**src/rtl/pipe_scoreboard.sv**
```systemverilog
// Hazard/forwarding scoreboard tracking in-flight destinations across DEPTH post-decode stages.
// Forwarding muxes are enabled by defining SCOREBOARD_FWD_EN; otherwise every RAW hazard stalls until WB.
module pipe_scoreboard #(
   parameter int unsigned REG_ADDR_W = 5,
   parameter int unsigned DEPTH      = 3,
   parameter int unsigned LOAD_READY = 2,
   parameter int unsigned CNT_W      = 16
) (
   input  logic                          Clk,
   input  logic                          Reset,
   input  logic                          issue_valid,
   input  logic                          issue_flush,
   input  logic [REG_ADDR_W-1:0]         issue_rd,
   input  logic                          issue_regwrite,
   input  logic                          issue_is_load,
   input  logic [REG_ADDR_W-1:0]         src_a,
   input  logic [REG_ADDR_W-1:0]         src_b,
   input  logic                          src_a_used,
   input  logic                          src_b_used,
   output logic                          stall,
   output logic [$clog2(DEPTH+1)-1:0]    fwd_sel_a,
   output logic [$clog2(DEPTH+1)-1:0]    fwd_sel_b,
   output logic [$clog2(DEPTH+1)-1:0]    inflight,
   output logic [CNT_W-1:0]              stall_cycles
);

   localparam int unsigned SEL_W = $clog2(DEPTH + 1);

   logic [DEPTH:1]        entV;
   logic [REG_ADDR_W-1:0] entRd [1:DEPTH];
   logic [DEPTH:1]        nextV;
   logic [SEL_W-1:0]      youngA;
   logic [SEL_W-1:0]      youngB;
   logic                  hazA;
   logic                  hazB;
   logic                  issueV;

`ifdef SCOREBOARD_FWD_EN
   logic [DEPTH:1]        entLd;
   logic                  ldA;
   logic                  ldB;
`else
   logic                  unusedLoad;
   assign unusedLoad = issue_is_load;
`endif

   // Youngest matching producer per operand; scanning oldest-first lets the youngest overwrite.
   always_comb begin : resolve
      youngA = '0;
      youngB = '0;
`ifdef SCOREBOARD_FWD_EN
      ldA = 1'b0;
      ldB = 1'b0;
`endif
      for (int k = int'(DEPTH); k >= 1; k--) begin
         if (entV[k] && (entRd[k] == src_a) && (src_a != '0) && src_a_used) begin
            youngA = SEL_W'(k);
`ifdef SCOREBOARD_FWD_EN
            ldA = entLd[k];
`endif
         end
         if (entV[k] && (entRd[k] == src_b) && (src_b != '0) && src_b_used) begin
            youngB = SEL_W'(k);
`ifdef SCOREBOARD_FWD_EN
            ldB = entLd[k];
`endif
         end
      end
   end

`ifdef SCOREBOARD_FWD_EN
   // Only a load whose data is not yet available can block the youngest match.
   assign hazA = ldA && (youngA != '0) && (int'(youngA) < int'(LOAD_READY));
   assign hazB = ldB && (youngB != '0) && (int'(youngB) < int'(LOAD_READY));
`else
   // Without bypass, any producer short of WB blocks; the youngest match is the earliest stage.
   assign hazA = (youngA != '0) && (int'(youngA) < int'(DEPTH));
   assign hazB = (youngB != '0) && (int'(youngB) < int'(DEPTH));
`endif

   assign stall = issue_valid && !issue_flush && (hazA || hazB);

`ifdef SCOREBOARD_FWD_EN
   assign fwd_sel_a = stall ? '0 : youngA;
   assign fwd_sel_b = stall ? '0 : youngB;
`else
   assign fwd_sel_a = '0;
   assign fwd_sel_b = '0;
`endif

   assign issueV = issue_valid && issue_regwrite && !issue_flush && !stall && (issue_rd != '0);

   always_comb begin : shiftValid
      nextV    = '0;
      nextV[1] = issueV;
      for (int k = 2; k <= int'(DEPTH); k++) begin
         nextV[k] = entV[k-1];
      end
   end

   // Entries always advance; stalls and flushes enter as bubbles rather than freezing the pipe.
   always_ff @(posedge Clk) begin
      if (Reset) begin
         entV         <= '0;
         inflight     <= '0;
         stall_cycles <= '0;
         for (int k = 1; k <= int'(DEPTH); k++) begin
            entRd[k] <= '0;
         end
`ifdef SCOREBOARD_FWD_EN
         entLd <= '0;
`endif
      end else begin
         entV     <= nextV;
         inflight <= SEL_W'($countones(nextV));
         entRd[1] <= issue_rd;
         for (int k = 2; k <= int'(DEPTH); k++) begin
            entRd[k] <= entRd[k-1];
         end
`ifdef SCOREBOARD_FWD_EN
         entLd[1] <= issue_is_load;
         for (int k = 2; k <= int'(DEPTH); k++) begin
            entLd[k] <= entLd[k-1];
         end
`endif
         if (stall && (stall_cycles != '1)) begin
            stall_cycles <= stall_cycles + CNT_W'(1);
         end
      end
   end

endmodule

```
**config.mk**
```make
export PLATFORM = sky130hd
export DESIGN_NAME = pipe_scoreboard
export DESIGN_NICKNAME = d
export VERILOG_FILES = /design/src/rtl/pipe_scoreboard.sv
export SDC_FILE = /design/constraint.sdc
export NUM_CORES = 1
export LEC_CHECK = 0
export ABC_AREA = 1
export ABC_CLOCK_PERIOD_IN_PS = 1970
export BUFFER_PORTS_ARGS = -buffer_cell sky130_fd_sc_hd__clkbuf_2
export CORE_MARGIN = 4
export CORE_UTILIZATION = 53
export CTS_CLUSTER_SIZE = 16
export DETAILED_ROUTE_END_ITERATION = 10
export PLACE_DENSITY = 0.79
export SETUP_SLACK_MARGIN = 0.3
export SYNTH_ARGS = -nofsm -noshare
export SYNTH_HDL_FRONTEND = slang
export SYNTH_SLANG_ARGS = --single-unit
```
**constraint.sdc**
```tcl
create_clock -name Clk -period 1.97 [get_ports Clk]
set_input_delay 0.197 -clock Clk [delete_from_list [all_inputs] [get_ports Clk]]
set_output_delay 0.197 -clock Clk [all_outputs]
set_load 0.1 [all_outputs]
```
==> reports/results.ini, run 1 <==
[critical_path]
critical_path.startpoint_type=flip-flop
critical_path.n_buffers_inverters=3
timing.critical_path.fanout_max=3
cp_slowest_cell=sky130_fd_sc_hd__dfxtp_2
required_time_at_the_endpoint_of_the_critical_path_ps=1770
arrival_time_at_the_worst_endpoint_ps=1530
critPathKind=reg2out
cp_peak_stage_delay_ps=350
crit_top_cell=sky130_fd_sc_hd__nand2_1
endpoint_kind=primary output
cp_top_family=simple AND/OR/NAND/NOR gates
crit_path_cell_trace=inv_2 -> nand2_1 -> nand2_1 -> nor2_1 -> nand3_1 -> nand2_1 -> nand2_1 -> nand2_2 -> nand2_2 -> inv_2 -> buf_12

[logic_synthesis]
syn-mean-instance-area_sq_um=6.10
syn-instance-count=307
synth_edf_count=0
synth_area_sq_um=1870
ys.warnings.count=0
synth_ff_type=sky130_fd_sc_hd__dfxtp_1
yosys.cell_types.count=25
synth_seq_cells=30
netlist.top_cell.by_area=sky130_fd_sc_hd__dfxtp_1
seq_area_frac_synth_pct=32.1
share_of_flip_flops_with_an_asynchronous_set_or_reset_after_synthesis_pct=0
synthDominantCellAreaShare_pct=32.1
synthTopCellsByArea=sky130_fd_sc_hd__dfxtp_1, sky130_fd_sc_hd__nand2_1, sky130_fd_sc_hd__nor2_1

[clock_network]
clock_tree.buffer_depth=2
cts_max_level=2
clkLatencyLatePin_ps=330
tritoncts_num_sinks=30
clock_tree_from_tritoncts=done
cts_root_buffer=sky130_fd_sc_hd__clkbuf_4
cts_inserted_buffers=5
cts.reportedPaths.clkPinSlew_ps=100

[outcome]
run_status=finished clean

[sta]
grt_setup_unrepaired=yes
fin_crit_share_pct=87.8
slew_headroom_pct=59.8
final-hold-violation-count=0
setup_viol=0
skew_ps=9.11
tightestPinTransition_ps=603
fin_setup_tns_ps=0
final_min_period_ps=1730
timing_max_transition_violations_final=0
maxClockFrequency_mhz=578

[cells_and_area]
final_net_count=377
antennaDiodeCount=0
area_growth_syn_to_layout_pct=23.3
area.sequential_sq_um=653
final_layout_size_suffix_gt1_share_pct=29.2
fillCellCount=326
multiInputGateArea_sq_um=1100

[global_routing]
antenna_found_initial=0
grt_max_degree=30
grt_use_total_pct=22.2
grt_first_pass_wirelength_mm=7.52
globalRouteOverflowTotal=0
first_global_vias=1740

[detailed_routing]
detail-route-antenna-nets=0
drc=0
initialDrtViolationCount=136
route.vias.total=2001
vias_per_cell=5.02
wirelength_mm=4.62
drt_pass1_iterations=4
routedWlPerCell_microns=11.6

[floorplan]
coreArea_sq_um=3360
num_rows=21
initial_utilization_pct=55.7
top_level_ports=46
floorplan.die.height_microns=67.4
die_width_microns=67.4
floorplan.die_area_sq_um=4550

[worst_hold_path]
min-delay-path-class=in2reg

[power_and_ir_drop]
report.power.total_mw=1.16
max_ir_drop_vdd_mv=0.344
power_density_nw_per_um2=502
power_leakage_nw=1.08

[placement]
final_gp_congestion=0.883
detailedPlacementHpwl_mm=3.31
placement.io_buffers=40

[flow_run]
max-cap-violations=0

==> synth_stat cells (all sizes together), types with 3 or more instances <==
cell,count
xor2,8
dfxtp,30
buf,6
nor3,6
clkbuf,6
nand4,19
nand2,100
inv,46
xnor2,4
nand3,15
nor2,46
o21ai,3
a21oi,14
==> state kept, by name, summed over array words and instances (netlist names) <==
| name | count |
|---|---|
| stall_cycles | 16 |
| entRd | 10 |
| entV | 2 |
| inflight | 2 |
==> metrics by stage <==
stage	instance area, sq um	cells	hold WS (ps)	utilization (%)	setup WS (ps)
after floorplan	1970	310	297	-	195
after global placement	2190	388	397	65.1	233
after detailed placement	2190	388	400	65.1	214
after CTS	2280	397	36.5	67.7	226
after global routing	2310	399	22.2	68.6	61.4
final	2310	399	45.2	68.6	241
==> placed cells by master, fill, tap and decap left out, drive strengths merged, types with 3 or more instances in the layout <==
cell,synthesis,layout
a21oi,14,14
buf,6,7
clkbuf,6,46
conb,1,4
dfxtp,30,30
inv,46,46
nand2,100,100
nand3,15,16
nand4,19,19
nor2,46,46
nor3,6,6
o21ai,3,3
xnor2,4,4
xor2,8,8
==> worst paths after layout <==
check	cells after the start	endpoint	from	slack, ps
worst min register to register	2	entRd[0][13]	entRd[0][8]	450
worst max-delay path	11	stall	entRd[0][13]	240
worst min-delay path	3	entRd[0][9]	issue_rd[4]	50
worst max register to register	14	inflight[0]	entRd[0][13]	250
==> power by group <==
part | switching (mW) | internal (mW) | leakage, nW
sequential | 0.0102 | 0.608 | 0.258
clock | 0.205 | 0.173 | 0.0353
combinational | 0.117 | 0.0452 | 0.784
total | 0.331 | 0.826 | 1.08
==> worst register-to-register path: cells and delay by family (launching register included) <==
| kind | cells | cell delay (ps) |
|---|---|---|
| buf+inv | 3 | 140 |
| fa+ha+maj | 1 | 420 |
| flops | 1 | 350 |
| simple gates | 10 | 680 |
==> layout make-up <==
class / count / area share, %
tap: 46 / 2.49
inverter: 46 / 7.48
multi-input combinational: 223 / 47.8
clock inverter: 1 / 0.217
timing repair buffer: 46 / 11.3
clock buffer: 7 / 2.39
sequential: 30 / 28.3
==> logic make-up (layout without fill, tap and decap cells) <==
group	Yosys count	in the layout	share of synthesized area, %
AOI/OAI and AO/OA	17	17	4.55
xor gates and xnor gates	12	12	5.61
adders and majority gates	2	2	1.74
buffers and inverters	58	100	12.9
DFF	30	30	32.1
other	1	4	0.200
and+or+nand+nor	187	188	42.9
==> layer usage <==
layer	wire (microns)	GRT usage, %
met4	70	9.11
met3	301	5.82
met2	2300	39.0
met1	1940	25.3
met5	0	0
==> what timing repair did <==
item / 4_1_cts / 5_1_grt
pin swaps: 6 / 1
hold endpoints to repair: 0 / 0
buffers inserted: 0 / 2
cloned: 1 / 0
setup endpoints to repair: 6 / 19
gates resized for setup: 7 / 6
hold buffers: 0 / 0
No activity file was read; power rests on OpenSTA's default activity.
==> run 2: changes to the inputs <==
--- a/config.mk
+++ b/config.mk
@@ -9,10 +9,10 @@
 export ABC_CLOCK_PERIOD_IN_PS = 1970
 export BUFFER_PORTS_ARGS = -buffer_cell sky130_fd_sc_hd__clkbuf_2
 export CORE_MARGIN = 4
-export CORE_UTILIZATION = 53
+export CORE_UTILIZATION = 30
 export CTS_CLUSTER_SIZE = 16
 export DETAILED_ROUTE_END_ITERATION = 10
-export PLACE_DENSITY = 0.79
+export MAX_ROUTING_LAYER = met4
 export SETUP_SLACK_MARGIN = 0.3
 export SYNTH_ARGS = -nofsm -noshare
 export SYNTH_HDL_FRONTEND = slang
==> reports/results.ini, run 2 (synthesis results as in run 1) <==
[cells_and_area]
layout.core_utilization_pct=40.7
largest_register_ff_count=16
layoutNonFillerInstCount=434
largest-register=stall_cycles
final_layout_size_suffix_gt1_share_pct=30.4
antennaDiodeCount=0
top_regs=stall_cycles (16), entRd (10)
final_cell_mix=sky130_fd_sc_hd__nand2_1, sky130_fd_sc_hd__nor2_1, sky130_fd_sc_hd__clkbuf_2
final_common_cell=sky130_fd_sc_hd__nand2_1
area_growth_syn_to_layout_pct=30.3
final_net_count=384

[global_routing]
globalRouteOverflowTotal=0
grt_use_total_pct=14.3
grt_first_pass_wirelength_mm=8.40
grt_max_degree=24
first_global_vias=1850
antenna_found_initial=0

[sta]
tightestPinTransition_ps=548
final.setup.worst_slack_ps=235
maxClockFrequency_mhz=576
fin_crit_share_pct=88.1
grt_setup_unrepaired=yes
final-hold-violation-count=0
final.hold.worst_slack_ps=106
timing_max_transition_violations_final=0
slew_headroom_pct=63.6
final_min_period_ps=1740
skew_ps=9.18
fin_setup_tns_ps=0
setup_viol=0

[clock_network]
clock_tree.buffer_depth=2
cts.reportedPaths.clkPinSlew_ps=70
post_cts_hold_buffer_count=0
cts_max_level=2
clock_tree_from_tritoncts=done
tritoncts_num_sinks=30
cts_root_buffer=sky130_fd_sc_hd__clkbuf_8
clkLatencyLatePin_ps=280
cts_inserted_buffers=5

[detailed_routing]
routedWlPerCell_microns=11.7
drc=0
initialDrtViolationCount=81
vias_per_cell=4.60
route.vias.total=1995
detail-route-antenna-nets=0
drt_pass1_iterations=4
wirelength_mm=5.10

[floorplan]
num_rows=28
die_width_microns=87.0
initial_utilization_pct=31.2
coreArea_sq_um=5990
top_level_ports=46
floorplan.die_area_sq_um=7570
floorplan.die.height_microns=87.0

[power_and_ir_drop]
power_density_nw_per_um2=533
pwr-share-seq_pct=47.6
combinationalPowerShare_pct=13.4
power_switching_uw=363
share_clk_of_total_power_pct=39.1
power_leakage_nw=1.13
max_ir_drop_vdd_mv=0.252
internal_power_uw=939
p_sw_share_pct=27.9

[placement]
place_inst=418
detailedPlacementHpwl_mm=3.70
dpl_worst_slack_ps=188
placement.io_buffers=40
final_gp_congestion=0.842

[critical_path]
endpoint_kind=flip-flop
critical_path.startpoint_type=flip-flop
timing.critical_path.fanout_max=3
arrival_time_at_the_worst_endpoint_ps=1890
required_time_at_the_endpoint_of_the_critical_path_ps=2120
critPathKind=reg2reg

[flow_run]
max-cap-violations=0

[worst_hold_path]
min-delay-path-class=in2reg

[outcome]
run_status=finished clean

[run 2: per-stage QoR]
stage / power [mW] / instance area, sq um
finish: 1.30 / 2440
global route: 1.38 / 2440
CTS: 1.33 / 2390
detailed placement: 0.794 / 2230
global placement: 0.793 / 2230
floorplan: 0.752 / 1970
[run 2: worst paths after layout]
check               startpoint           end  slack [ps]  cells past startpoint
hold / removal     issue_rd[3]   entRd[0][8]         110                      3
hold reg to reg    entRd[0][5]  entRd[0][10]         450                      2
setup / recovery  entRd[0][13]   inflight[0]         230                     14
setup reg to reg  entRd[0][13]   inflight[0]         230                     14
[run 2: area by class of cell]
| class | count | area, sq um |
|---|---|---|
| fill | 641 | 3550 |
| tap | 75 | 93.8 |
| multi-input combinational | 223 | 1110 |
| sequential | 30 | 657 |
| timing repair buffer | 53 | 317 |
| inverter | 46 | 173 |
| clock buffer | 7 | 86.3 |
[run 2: critical path, cell delays in order, from the launching register on]
cell                      delay, ps
sky130_fd_sc_hd__dfxtp_2        340
sky130_fd_sc_hd__inv_2           40
sky130_fd_sc_hd__nand2_1         50
sky130_fd_sc_hd__nand2_1         60
sky130_fd_sc_hd__nor2_2         120
sky130_fd_sc_hd__nand3_1         70
sky130_fd_sc_hd__nand2_1         60
sky130_fd_sc_hd__nand2_1         60
sky130_fd_sc_hd__nand2_2        100
sky130_fd_sc_hd__nand2_4         70
sky130_fd_sc_hd__nand3_4         80
sky130_fd_sc_hd__inv_2           40
sky130_fd_sc_hd__fa_1           420
sky130_fd_sc_hd__inv_1           60
sky130_fd_sc_hd__nor2_1          30
[run 2: metal layers]
layer  up-vias  GRT usage (%)  wire, microns
met5         -              -              0
met2        62           22.2           2330
met3         7           3.31            320
met1       872           18.5           2370
met4         0           4.25             72
li1       1054              -              -
[run 2: what timing repair did]
item,in CTS,in global routing
setup endpoints to repair,16,20
gates resized for setup,9,8
pin swaps,6,1
gates cloned,1,0
setup buffers,5,3
[run 2: power groups by stage]
stage               sequential (mW)  combinational, mW  clock [mW]
detailed placement            0.633              0.162           0
global placement              0.632              0.161           0
CTS                           0.619              0.170       0.537
finish                        0.619              0.174       0.508
global route                  0.620              0.194       0.571
floorplan                     0.639              0.112           0
